File: src/rtl/cpu_ctrl_pkg.sv
// Shared types and constants for the control sequencer: FSM states, opcodes, IR fields.
// MUL_DIV_EN: when defined, mul/div opcodes decode as legal multi-cycle instructions.
package cpu_ctrl_pkg;

  typedef enum logic [3:0] {
    StIdle, StT0, StT1, StT2, StT3, StT4, StT5, StT6, StHalt
  } state_e;

  typedef enum logic [2:0] {
    ClsAlu3, ClsUnary, ClsMulDiv, ClsNop, ClsHalt, ClsIllegal
  } op_class_e;

  typedef struct packed {
    logic pc_out;
    logic mar_in;
    logic inc_pc;
    logic read;
    logic mdr_in;
    logic mdr_out;
    logic ir_in;
    logic y_in;
    logic zlow_in;
    logic zhigh_in;
    logic zlow_out;
    logic zhigh_out;
    logic hi_in;
    logic lo_in;
  } strobes_t;

  localparam logic [4:0] OpAluMax = 5'b01100;
  localparam logic [4:0] OpNeg    = 5'b01101;
  localparam logic [4:0] OpNot    = 5'b01110;
  localparam logic [4:0] OpMul    = 5'b01111;
  localparam logic [4:0] OpDiv    = 5'b10000;
  localparam logic [4:0] OpNop    = 5'b11011;
  localparam logic [4:0] OpHalt   = 5'b11100;

  localparam int unsigned OpMsb = 31;
  localparam int unsigned OpLsb = 27;
  localparam int unsigned RaMsb = 26;
  localparam int unsigned RaLsb = 23;
  localparam int unsigned RbMsb = 22;
  localparam int unsigned RbLsb = 19;
  localparam int unsigned RcMsb = 18;
  localparam int unsigned RcLsb = 15;

  function automatic op_class_e op_class(input logic [4:0] op);
    op_class_e cls;
    if (op <= OpAluMax) begin
      cls = ClsAlu3;
    end else begin
      case (op)
        OpNeg, OpNot: cls = ClsUnary;
`ifdef MUL_DIV_EN
        OpMul, OpDiv: cls = ClsMulDiv;
`else
        OpMul, OpDiv: cls = ClsIllegal;
`endif
        OpNop:        cls = ClsNop;
        OpHalt:       cls = ClsHalt;
        default:      cls = ClsIllegal;
      endcase
    end
    return cls;
  endfunction

endpackage

File: src/rtl/control_sequencer_if.sv
// Sequencer <-> datapath bundle: fetch handshake inputs, datapath strobes and status.
interface control_sequencer_if;
  logic        run;
  logic [31:0] ir;
  logic        mem_rdy;
  logic        PCout, MARin, IncPC, Read, MDRin, MDRout, IRin, Yin;
  logic        ZLowIn, ZHighIn, ZLowout, ZHighout, HIin, LOin;
  logic [15:0] reg_out;
  logic [15:0] reg_in;
  logic [4:0]  operation;
  logic        halted;
  logic        illegal_op;
  logic [15:0] instr_count;

  modport master (
    input  run, ir, mem_rdy,
    output PCout, MARin, IncPC, Read, MDRin, MDRout, IRin, Yin,
    output ZLowIn, ZHighIn, ZLowout, ZHighout, HIin, LOin,
    output reg_out, reg_in, operation, halted, illegal_op, instr_count
  );

  modport slave (
    output run, ir, mem_rdy,
    input  PCout, MARin, IncPC, Read, MDRin, MDRout, IRin, Yin,
    input  ZLowIn, ZHighIn, ZLowout, ZHighout, HIin, LOin,
    input  reg_out, reg_in, operation, halted, illegal_op, instr_count
  );
endinterface

File: src/rtl/reg_select_decode.sv
// 4-bit register index plus enable to 16-bit one-hot select.
module reg_select_decode (
  input  logic [3:0]  i_idx,
  input  logic        i_en,
  output logic [15:0] o_onehot
);
  always_comb begin
    o_onehot = '0;
    if (i_en) o_onehot[i_idx] = 1'b1;
  end
endmodule

File: src/rtl/control_sequencer.sv
// Fetch/execute control FSM driving datapath strobes and register selects.
// MUL_DIV_EN enables the mul/div sequence (T3..T6); otherwise those opcodes trap as illegal.
module control_sequencer
  import cpu_ctrl_pkg::*;
(
  input logic                 clk,
  input logic                 clr,
  control_sequencer_if.master bus
);

  state_e      r_state;
  op_class_e   r_cls;
  logic [4:0]  r_op;
  logic [3:0]  r_ra, r_rb, r_rc;
  logic        r_illegal;
  logic [15:0] r_count;

  logic        w_in_t3;
  op_class_e   w_cls;
  logic [4:0]  w_op;
  logic [3:0]  w_ra, w_rb, w_rc;
  strobes_t    w_strb;
  logic        w_out_en, w_in_en, w_alu;
  logic [3:0]  w_out_idx;
  logic [15:0] w_reg_out, w_reg_in;
  logic        w_unused_ir;

  // IR is only valid from T3 on; later cycles use the copy captured when leaving T3.
  assign w_in_t3 = (r_state == StT3);
  assign w_op    = w_in_t3 ? bus.ir[OpMsb:OpLsb] : r_op;
  assign w_ra    = w_in_t3 ? bus.ir[RaMsb:RaLsb] : r_ra;
  assign w_rb    = w_in_t3 ? bus.ir[RbMsb:RbLsb] : r_rb;
  assign w_rc    = w_in_t3 ? bus.ir[RcMsb:RcLsb] : r_rc;
  assign w_cls   = w_in_t3 ? op_class(bus.ir[OpMsb:OpLsb]) : r_cls;
  assign w_unused_ir = ^bus.ir[RcLsb-1:0];

  always_ff @(posedge clk or negedge clr) begin
    if (!clr) begin
      r_state   <= StIdle;
      r_cls     <= ClsNop;
      r_op      <= '0;
      r_ra      <= '0;
      r_rb      <= '0;
      r_rc      <= '0;
      r_illegal <= 1'b0;
      r_count   <= '0;
    end else begin
      case (r_state)
        StIdle: if (bus.run) r_state <= StT0;
        StT0:   r_state <= StT1;
        StT1:   if (bus.mem_rdy) r_state <= StT2;
        StT2:   r_state <= StT3;
        StT3: begin
          r_op  <= w_op;
          r_ra  <= w_ra;
          r_rb  <= w_rb;
          r_rc  <= w_rc;
          r_cls <= w_cls;
          case (w_cls)
            ClsAlu3, ClsUnary, ClsMulDiv: r_state <= StT4;
            ClsNop: begin
              r_count <= r_count + 16'd1;
              r_state <= StT0;
            end
            ClsHalt: r_state <= StHalt;
            default: begin
              r_illegal <= 1'b1;
              r_state   <= StHalt;
            end
          endcase
        end
        StT4: begin
          if (r_cls == ClsUnary) begin
            r_count <= r_count + 16'd1;
            r_state <= StT0;
          end else begin
            r_state <= StT5;
          end
        end
        StT5: begin
          if (r_cls == ClsMulDiv) begin
            r_state <= StT6;
          end else begin
            r_count <= r_count + 16'd1;
            r_state <= StT0;
          end
        end
        StT6: begin
          r_count <= r_count + 16'd1;
          r_state <= StT0;
        end
        StHalt: begin
          if (bus.run) begin
            r_illegal <= 1'b0;
            r_state   <= StT0;
          end
        end
        default: r_state <= StIdle;
      endcase
    end
  end

  always_comb begin
    w_strb    = '0;
    w_out_en  = 1'b0;
    w_out_idx = w_rb;
    w_in_en   = 1'b0;
    w_alu     = 1'b0;
    case (r_state)
      StT0: begin
        w_strb.pc_out = 1'b1;
        w_strb.mar_in = 1'b1;
        w_strb.inc_pc = 1'b1;
      end
      StT1: begin
        w_strb.read   = 1'b1;
        w_strb.mdr_in = bus.mem_rdy;
      end
      StT2: begin
        w_strb.mdr_out = 1'b1;
        w_strb.ir_in   = 1'b1;
      end
      StT3: begin
        case (w_cls)
          ClsAlu3: begin
            w_out_en    = 1'b1;
            w_strb.y_in = 1'b1;
          end
          ClsMulDiv: begin
            w_out_en    = 1'b1;
            w_out_idx   = w_ra;
            w_strb.y_in = 1'b1;
          end
          ClsUnary: begin
            w_out_en = 1'b1;
            w_alu    = 1'b1;
          end
          default: ;
        endcase
      end
      StT4: begin
        case (w_cls)
          ClsAlu3: begin
            w_out_en  = 1'b1;
            w_out_idx = w_rc;
            w_alu     = 1'b1;
          end
          ClsMulDiv: begin
            w_out_en = 1'b1;
            w_alu    = 1'b1;
          end
          ClsUnary: begin
            w_strb.zlow_out = 1'b1;
            w_in_en         = 1'b1;
          end
          default: ;
        endcase
      end
      StT5: begin
        if (w_cls == ClsMulDiv) begin
          w_strb.zlow_out = 1'b1;
          w_strb.lo_in    = 1'b1;
        end else if (w_cls == ClsAlu3) begin
          w_strb.zlow_out = 1'b1;
          w_in_en         = 1'b1;
        end
      end
      StT6: begin
        w_strb.zhigh_out = 1'b1;
        w_strb.hi_in     = 1'b1;
      end
      default: ;
    endcase
    w_strb.zlow_in  = w_alu;
    w_strb.zhigh_in = w_alu;
  end

  reg_select_decode u_out_sel (
    .i_idx    (w_out_idx),
    .i_en     (w_out_en),
    .o_onehot (w_reg_out)
  );

  // R0 is hard-wired: its load select is suppressed but the instruction still retires.
  reg_select_decode u_in_sel (
    .i_idx    (w_ra),
    .i_en     (w_in_en && (w_ra != 4'd0)),
    .o_onehot (w_reg_in)
  );

  assign bus.PCout       = w_strb.pc_out;
  assign bus.MARin       = w_strb.mar_in;
  assign bus.IncPC       = w_strb.inc_pc;
  assign bus.Read        = w_strb.read;
  assign bus.MDRin       = w_strb.mdr_in;
  assign bus.MDRout      = w_strb.mdr_out;
  assign bus.IRin        = w_strb.ir_in;
  assign bus.Yin         = w_strb.y_in;
  assign bus.ZLowIn      = w_strb.zlow_in;
  assign bus.ZHighIn     = w_strb.zhigh_in;
  assign bus.ZLowout     = w_strb.zlow_out;
  assign bus.ZHighout    = w_strb.zhigh_out;
  assign bus.HIin        = w_strb.hi_in;
  assign bus.LOin        = w_strb.lo_in;
  assign bus.reg_out     = w_reg_out;
  assign bus.reg_in      = w_reg_in;
  assign bus.operation   = w_alu ? w_op : 5'd0;
  assign bus.halted      = (r_state == StHalt);
  assign bus.illegal_op  = r_illegal;
  assign bus.instr_count = r_count;

endmodule

File: src/flat_wrapper.sv
// flat-port wrapper written by rule: the top's interface ports become plain ports
module control_sequencer_flat import cpu_ctrl_pkg::*;
  (clk, clr, bus_run, bus_ir, bus_mem_rdy, bus_PCout, bus_MARin, bus_IncPC, bus_Read, bus_MDRin, bus_MDRout, bus_IRin, bus_Yin, bus_ZLowIn, bus_ZHighIn, bus_ZLowout, bus_ZHighout, bus_HIin, bus_LOin, bus_reg_out, bus_reg_in, bus_operation, bus_halted, bus_illegal_op, bus_instr_count);
  control_sequencer_if bus_i ();
  input logic clk;
  input logic clr;
  input wire logic [$bits(bus_i.run)-1:0] bus_run;
  input wire logic [$bits(bus_i.ir)-1:0] bus_ir;
  input wire logic [$bits(bus_i.mem_rdy)-1:0] bus_mem_rdy;
  output wire logic [$bits(bus_i.PCout)-1:0] bus_PCout;
  output wire logic [$bits(bus_i.MARin)-1:0] bus_MARin;
  output wire logic [$bits(bus_i.IncPC)-1:0] bus_IncPC;
  output wire logic [$bits(bus_i.Read)-1:0] bus_Read;
  output wire logic [$bits(bus_i.MDRin)-1:0] bus_MDRin;
  output wire logic [$bits(bus_i.MDRout)-1:0] bus_MDRout;
  output wire logic [$bits(bus_i.IRin)-1:0] bus_IRin;
  output wire logic [$bits(bus_i.Yin)-1:0] bus_Yin;
  output wire logic [$bits(bus_i.ZLowIn)-1:0] bus_ZLowIn;
  output wire logic [$bits(bus_i.ZHighIn)-1:0] bus_ZHighIn;
  output wire logic [$bits(bus_i.ZLowout)-1:0] bus_ZLowout;
  output wire logic [$bits(bus_i.ZHighout)-1:0] bus_ZHighout;
  output wire logic [$bits(bus_i.HIin)-1:0] bus_HIin;
  output wire logic [$bits(bus_i.LOin)-1:0] bus_LOin;
  output wire logic [$bits(bus_i.reg_out)-1:0] bus_reg_out;
  output wire logic [$bits(bus_i.reg_in)-1:0] bus_reg_in;
  output wire logic [$bits(bus_i.operation)-1:0] bus_operation;
  output wire logic [$bits(bus_i.halted)-1:0] bus_halted;
  output wire logic [$bits(bus_i.illegal_op)-1:0] bus_illegal_op;
  output wire logic [$bits(bus_i.instr_count)-1:0] bus_instr_count;
  assign bus_i.run = bus_run;
  assign bus_i.ir = bus_ir;
  assign bus_i.mem_rdy = bus_mem_rdy;
  assign bus_PCout = bus_i.PCout;
  assign bus_MARin = bus_i.MARin;
  assign bus_IncPC = bus_i.IncPC;
  assign bus_Read = bus_i.Read;
  assign bus_MDRin = bus_i.MDRin;
  assign bus_MDRout = bus_i.MDRout;
  assign bus_IRin = bus_i.IRin;
  assign bus_Yin = bus_i.Yin;
  assign bus_ZLowIn = bus_i.ZLowIn;
  assign bus_ZHighIn = bus_i.ZHighIn;
  assign bus_ZLowout = bus_i.ZLowout;
  assign bus_ZHighout = bus_i.ZHighout;
  assign bus_HIin = bus_i.HIin;
  assign bus_LOin = bus_i.LOin;
  assign bus_reg_out = bus_i.reg_out;
  assign bus_reg_in = bus_i.reg_in;
  assign bus_operation = bus_i.operation;
  assign bus_halted = bus_i.halted;
  assign bus_illegal_op = bus_i.illegal_op;
  assign bus_instr_count = bus_i.instr_count;
  control_sequencer u_core (.clk(clk), .clr(clr), .bus(bus_i));
endmodule
File: config.mk
export PLATFORM = sky130hd
export DESIGN_NAME = control_sequencer_flat
export DESIGN_NICKNAME = d
export VERILOG_FILES = /design/src/rtl/cpu_ctrl_pkg.sv /design/src/rtl/control_sequencer_if.sv /design/src/rtl/reg_select_decode.sv /design/src/rtl/control_sequencer.sv /design/src/flat_wrapper.sv
export SDC_FILE = /design/constraint.sdc
export NUM_CORES = 1
export LEC_CHECK = 0
export ABC_AREA = 0
export CAP_MARGIN = 20
export CORE_MARGIN = 1.5
export CORE_UTILIZATION = 47
export DETAILED_ROUTE_END_ITERATION = 8
export PLACE_DENSITY = 0.86
export REMOVE_ABC_BUFFERS = 1
export SLEW_MARGIN = 40
export SYNTH_ARGS = -nofsm -noshare
export SYNTH_HDL_FRONTEND = slang
export SYNTH_SLANG_ARGS = --single-unit
File: constraint.sdc
create_clock -name clk -period 6.1 [get_ports clk]
set_input_delay 1.83 -clock clk [delete_from_list [all_inputs] [get_ports clk]]
set_output_delay 1.83 -clock clk [all_outputs]
set_load 0.005 [all_outputs]
Word level (Yosys, flattened, before mapping):

Index checks and enable logic that the tools add are counted.

* reductions and logical operators: 16
* equality and inequality tests: 25
* add/subtract/negate cells: 1
* muxes and demuxes: 47
* magnitude comparators: 5

Operators by type and width (number)
* 2-to-1 mux 16 bit: 5
* case mux 16 bit (4 select lines): 1
* case mux 4 bit (8 select lines): 1
* 2-to-1 mux 4 bit: 7
* adder 16 x 1 -> 16 bit, second input constant: 1
* == test 4 x 3 -> 1 bit, second input constant: 4
* case mux 4 bit (2 select lines): 2
* 2-to-1 mux 3 bit: 5
* 2-to-1 mux 1 bit: 13
* == test 5 x 4 -> 1 bit, second input constant: 2
* == test 5 bit, second input constant: 2
* less-than comparator 4 x 5 -> 1 bit, second input constant: 2
* 2-to-1 mux 5 bit: 2
* inequality test 2 bit, second input constant: 5
* case mux 1 bit (2 select lines): 5
* == test 3 x 2 -> 1 bit, second input constant: 3
* case mux 3 bit (3 select lines): 1
* demux 1 bit (select 4 bit): 2
* == test 4 x 2 -> 1 bit, second input constant: 2
* greater-or-equal comparator 4 x 1 -> 1 bit, second input constant: 2
* nonzero test 4 bit: 2
* == test 3 x 1 -> 1 bit, second input constant: 2
* 2-to-1 mux 2 bit: 3
* OR reduction 2 bit: 3
* 14 further kinds: 17

* output and inout port bits: 69
* bits in registers: 41
* input port bits: 36

Logic depth before layout (Yosys ltp):

Gate-level depths: netlist of run 1.

* depth in word-level cells: 13
* gate-level depth with buffers: 9
* gate-level depth less buffers: 6

Cells and area by module:

Synthesis of run 1 repeated with hierarchy kept, for this count alone.

* cell total of the unflattened synthesis: 288
* area total of the unflattened synthesis: 2401.1 µm²

By module, submodules not included
* control_sequencer: times used 1, cells an instance 242, area an instance 2163.3 µm²
* reg_select_decode (u_core.u_in_sel): times used 1, cells an instance 23, area an instance 120.1 µm²
* reg_select_decode (u_core.u_out_sel): times used 1, cells an instance 23, area an instance 117.6 µm²

Worst setup path after synthesis of run 1:

Ideal clock, no wire load.

* path kind: input -> output
* start point: input bus_ir[25]
* end point: output bus_reg_in[8]
* path buffers: 0
* required time: 4.270 ns
* path slack: 1.393 ns
* stages: 4
* data arrival time: 2.877 ns
* cells stage by stage: mux2_2 > a2111o_1 > nand2b_1 > nor2b_1

* longest elaborated chain between the ends: 6

Ends and longest elaborated chain
* start, declared: RTL line flat_wrapper.sv:8 `input wire logic [$bits(bus_i.ir)-1:0] bus_ir;`
* 2-to-1 mux 4 bit (*): RTL line control_sequencer.sv:31 `assign w_ra = w_in_t3 ? bus.ir[RaMsb:RaLsb] : r_ra;`
* less-than comparator 4 x 5 -> 1 bit (not written as such) or greater-or-equal comparator 4 x 1 -> 1 bit (tied branches): RTL line reg_select_decode.sv:9 `if (i_en) o_onehot[i_idx] = 1'b1;`
* logical AND 1 bit (not written as such): RTL line reg_select_decode.sv:9
* 2-to-1 mux 1 bit (not written as such): RTL line reg_select_decode.sv:9
* demux 1 bit (select 4 bit): RTL line reg_select_decode.sv:9
* 2-to-1 mux 16 bit (*): RTL line reg_select_decode.sv:9
* end, declared: RTL line flat_wrapper.sv:25 `output wire logic [$bits(bus_i.reg_in)-1:0] bus_reg_in;`

Mark *: on every way between the ends. The rest lies on a longest branch, timed or not.

Worst setup path after layout of run 1:

* start point: input bus_ir[29]
* end point: output bus_reg_in[8]

* longest elaborated chain between the ends: 11

Ends and longest elaborated chain
* == test 5 x 4 -> 1 bit: RTL line cpu_ctrl_pkg.sv:52 `case (op)`
* OR reduction 2 bit: RTL line cpu_ctrl_pkg.sv:52
* case mux 3 bit (3 select lines): RTL line cpu_ctrl_pkg.sv:52
* 2-to-1 mux 3 bit (*): RTL line cpu_ctrl_pkg.sv:49 `if (op <= OpAluMax) begin`
* 2-to-1 mux 3 bit (*): RTL line control_sequencer.sv:34 `assign w_cls = w_in_t3 ? op_class(bus.ir[OpMsb:OpLsb]) : r_cls;`
* logical NOT 3 bit: RTL line control_sequencer.sv:163 `end else if (w_cls == ClsAlu3) begin`
* 2-to-1 mux 1 bit: RTL line control_sequencer.sv:163
* 2-to-1 mux 1 bit: RTL line control_sequencer.sv:160 `if (w_cls == ClsMulDiv) begin`
* case mux 1 bit (2 select lines) (*): RTL line control_sequencer.sv:109 `case (r_state)`
* logical AND 1 bit (*): RTL line control_sequencer.sv:187 `.i_en (w_in_en && (w_ra != 4'd0)),`
* 2-to-1 mux 16 bit (*): RTL line reg_select_decode.sv:9

Marked as above.

==> flow_summary.yaml, run 1 <==
status:
  status: "completed"
drt:
  routedWlPerCell_microns: 14.70
  dr_total_vias: 2566
  ant_nets: 0
  drt_first_pass_iters: 4
  drc_errors: 0
  routed_wl_mm: 6.850
  via_per_inst: 5.506
  first_iter_violations: 213
grt:
  antenna_found_initial: 0
  grt_pass1_wl_mm: 11.65
  overflow: 0
  grt_max_degree: 42
  grt_pass1_vias: 2508
  grtUsageTotal_pct: 23.75
yosys:
  syn_area_per_cell_sq_um: 8.302
  ys_warn_count: 0
  ys_ff_latch: 41
  synth_top_cell_by_area: "dfrtp_1"
  ys_types: 60
  ys_seq_area_share_pct: 38.96
  synth_edf_count: 0
  syn_area_sq_um: 2640
  yosysTopAreaCellShare_pct: 36.97
  synth.area.top_cells: "dfrtp_1 (37%), nand2_1 (8.2%), nor2_1 (5.3%)"
  synthCells: 318
  synth-async-reset-ratio_pct: 100.0
  synthFlopType: "dfrtp_1"
timing:
  timing.final.max_slew_violations: 0
  max_slew.worst_pin.slew_ns: 0.7403
  tns_ns: 0
  period_share_pct: 96.81
  fmax_ghz: 0.1693
  setup_violations: 0
  slew_headroom_pct: 50.44
  rsz0062_at_grt: "no"
  hold_viol: 0
  fin_skew_ns: 0.001786
  min_period_ns: 5.906
clock_network:
  insertion_delay_ns: 0.30
  cts_max_level: 2
  cts_tree: "built"
  numCtsBuffers: 5
  cts-root-buf: "clkbuf_8"
  cts_resized: 0
  cts_setup_buffers: 0
  cts_sinks: 41
  hold_buffers: 0
  max-clock-path-buffers: 2
  path_clk_slew_ns: 0.07
worst_setup_path:
  crit_start: "bus_ir[29]"
  r2r_slack_ns: 3.64
  crit_type: "primary input to primary output"
  critPathRequiredTime_ns: 4.27
  cp-endpoint: "bus_reg_in[8]"
  setup.worst_path.end_class: "primary output"
  critPathMaxFanout: 7
  reg2reg_to: "u_core.bus.instr_count[15]"
  arrival_ns: 4.08
  r2r_cells: 5
  r2r-start: "u_core.r_state[0]"
  startpoint_type: "primary input"
floorplanning:
  chipHeight_microns: 77.95
  io_pins: 105
  die_w_microns: 77.95
  row_count: 27
  core_sq_um: 5473
  dieArea_sq_um: 6075
  start_util_pct: 48.24
place:
  place.gp.congestion: 0.8361
  dpl_cell_area_sq_um: 3501
  dp_hpwl_mm: 5.064
  io_buffers: 88
  dp_cells: 458
pwr:
  leakage_nw: 1.400
  power_density_nw_per_um2: 353.3
  ir_drop_mv: 0.1916
min_path:
  worstHoldPathType: "flop to flop"
layout:
  fin_nets: 430
  instances_no_fill: 466
  fillCellCount: 480
  antenna_cells: 0
  area_growth_syn_to_layout_pct: 36.02
  layout-drive-gt1-share_pct: 6.345
  fin_area_sq_um: 3591
flow_run:
  cap_violations: 0
==> metrics by stage <==
step	util, %	hold slack [ns]	total power, mW	setup WS [ns]
5_1_grt	65.62	0.5161	1.371	0.01805
3_5_place_dp	63.97	0.4710	1.084	0.1907
3_3_place_gp	63.76	0.4600	1.053	0.2313
6_report	65.62	0.4890	1.269	0.1943
4_1_cts	65.62	0.4878	1.270	0.1942
2_1_floorplan	-	0.4393	0.8426	1.393
==> worst min path at each step <==
stage          depth (start not counted)                   from                    end
6_report                               2         u_core.r_rb[3]         u_core.r_rb[3]
5_1_grt                                1  u_core.bus.illegal_op  u_core.bus.illegal_op
4_1_cts                                2         u_core.r_rb[3]         u_core.r_rb[3]
3_5_place_dp                           2         u_core.r_rb[3]         u_core.r_rb[3]
3_3_place_gp                           2         u_core.r_op[4]         u_core.r_op[4]
2_1_floorplan                          2         u_core.r_rb[3]         u_core.r_rb[3]
==> where the power goes <==
| part | switching (mW) | leakage [nW] | internal, mW |
|---|---|---|---|
| Combinational | 0.324 | 0.839 | 0.276 |
| Clock | 0.0904 | 0.0455 | 0.0922 |
| Sequential | 0.117 | 0.516 | 0.368 |
| Total | 0.532 | 1.40 | 0.737 |
==> final cells by class <==
type                            instances  area [sq um]  share of cell area (%)
Multi-Input combinational cell        246          1459                   40.63
Sequential cell                        41          1028                   28.64
Timing Repair Buffer                   89         885.9                   24.67
Clock buffer                            8         90.09                   2.509
Tap cell                               72         90.09                   2.509
Inverter                               10         37.54                   1.045
==> cells in the mapped netlist, types with 3 or more instances <==
| cell type | instances |
|---|---|
| dfrtp_1 | 39 |
| and3_1 | 8 |
| nand2b_1 | 7 |
| clkbuf_1 | 8 |
| a21oi_1 | 6 |
| buf_6 | 3 |
| o21a_1 | 5 |
| a31oi_1 | 4 |
| inv_1 | 10 |
| nand2_1 | 58 |
| nor2_1 | 37 |
| buf_4 | 7 |
| and2_1 | 5 |
| a221oi_1 | 3 |
| nand4_1 | 4 |
| a21oi_2 | 4 |
| nor3_1 | 18 |
| nor2b_1 | 4 |
| nand3_1 | 16 |
| nand3b_1 | 3 |
| xnor2_1 | 14 |
| o21ai_0 | 10 |
==> flip-flops by register name, summed over array words and instances (netlist names) <==
signal and count:
u_core.r_cls 3, u_core.bus.illegal_op 1, u_core.r_rc 4, u_core.r_op 5, u_core.r_rb 4, u_core.r_state 4, u_core.bus.instr_count 16, u_core.r_ra 4
==> worst max-delay path, cell delays in order <==
cell,delay (ns)
clkdlybuf4s50_1,0.51
nand4_1,0.19
nand3_1,0.15
a2111o_1,0.53
nand2b_1,0.22
nor2b_1,0.12
clkdlybuf4s50_1,0.51
==> layout by cell type, fill, tap and decap left out, types with 2 or more instances in the layout <==
cell / instances
nor2b_1: 4
inv_1: 10
dfstp_2: 2
clkbuf_8: 6
a31oi_1: 4
and3_1: 8
and2_1: 5
a21oi_2: 4
nor3b_1: 2
a221oi_1: 3
buf_4: 2
clkbuf_1: 2
nand3_1: 16
xnor2_1: 14
o21a_1: 5
nand4_1: 4
nor3_1: 18
o21ai_0: 10
dfrtp_1: 39
nor2_1: 37
nand2_1: 58
nand2b_1: 7
o2111ai_2: 2
a21oi_1: 6
clkdlybuf4s50_1: 87
nand3b_1: 3
mux2_2: 2
o311a_1: 2
==> metal layers <==
layer | vias up | wire (microns) | track usage [%]
li1 | 1245 | - | -
met1 | 1216 | 2847 | 29.95
met2 | 92 | 3386 | 40.09
met3 | 13 | 492 | 4.824
met4 | 0 | 124 | 8.750
met5 | - | 0 | 0
==> cells by family after synthesis <==
kind of cell | after synthesis | synth area share [%]
adder cells (fa/ha/maj) | 1 | 0.4739
flip-flops | 41 | 38.96
AO/OA/AOI/OAI | 50 | 14.46
AND/OR/NAND/NOR | 175 | 32.99
other | 1 | 0.1420
buffers and inverters | 31 | 6.351
XOR/XNOR | 15 | 4.976
multiplexers | 4 | 1.659
Note: power is estimated with default switching activity, not from simulation.
==> run 2: changes to the inputs <==
- GPL_ROUTABILITY_DRIVEN: default -> 0
==> results of run 2 <==
Final layout, timing and power as in run 1 (identical DEF).
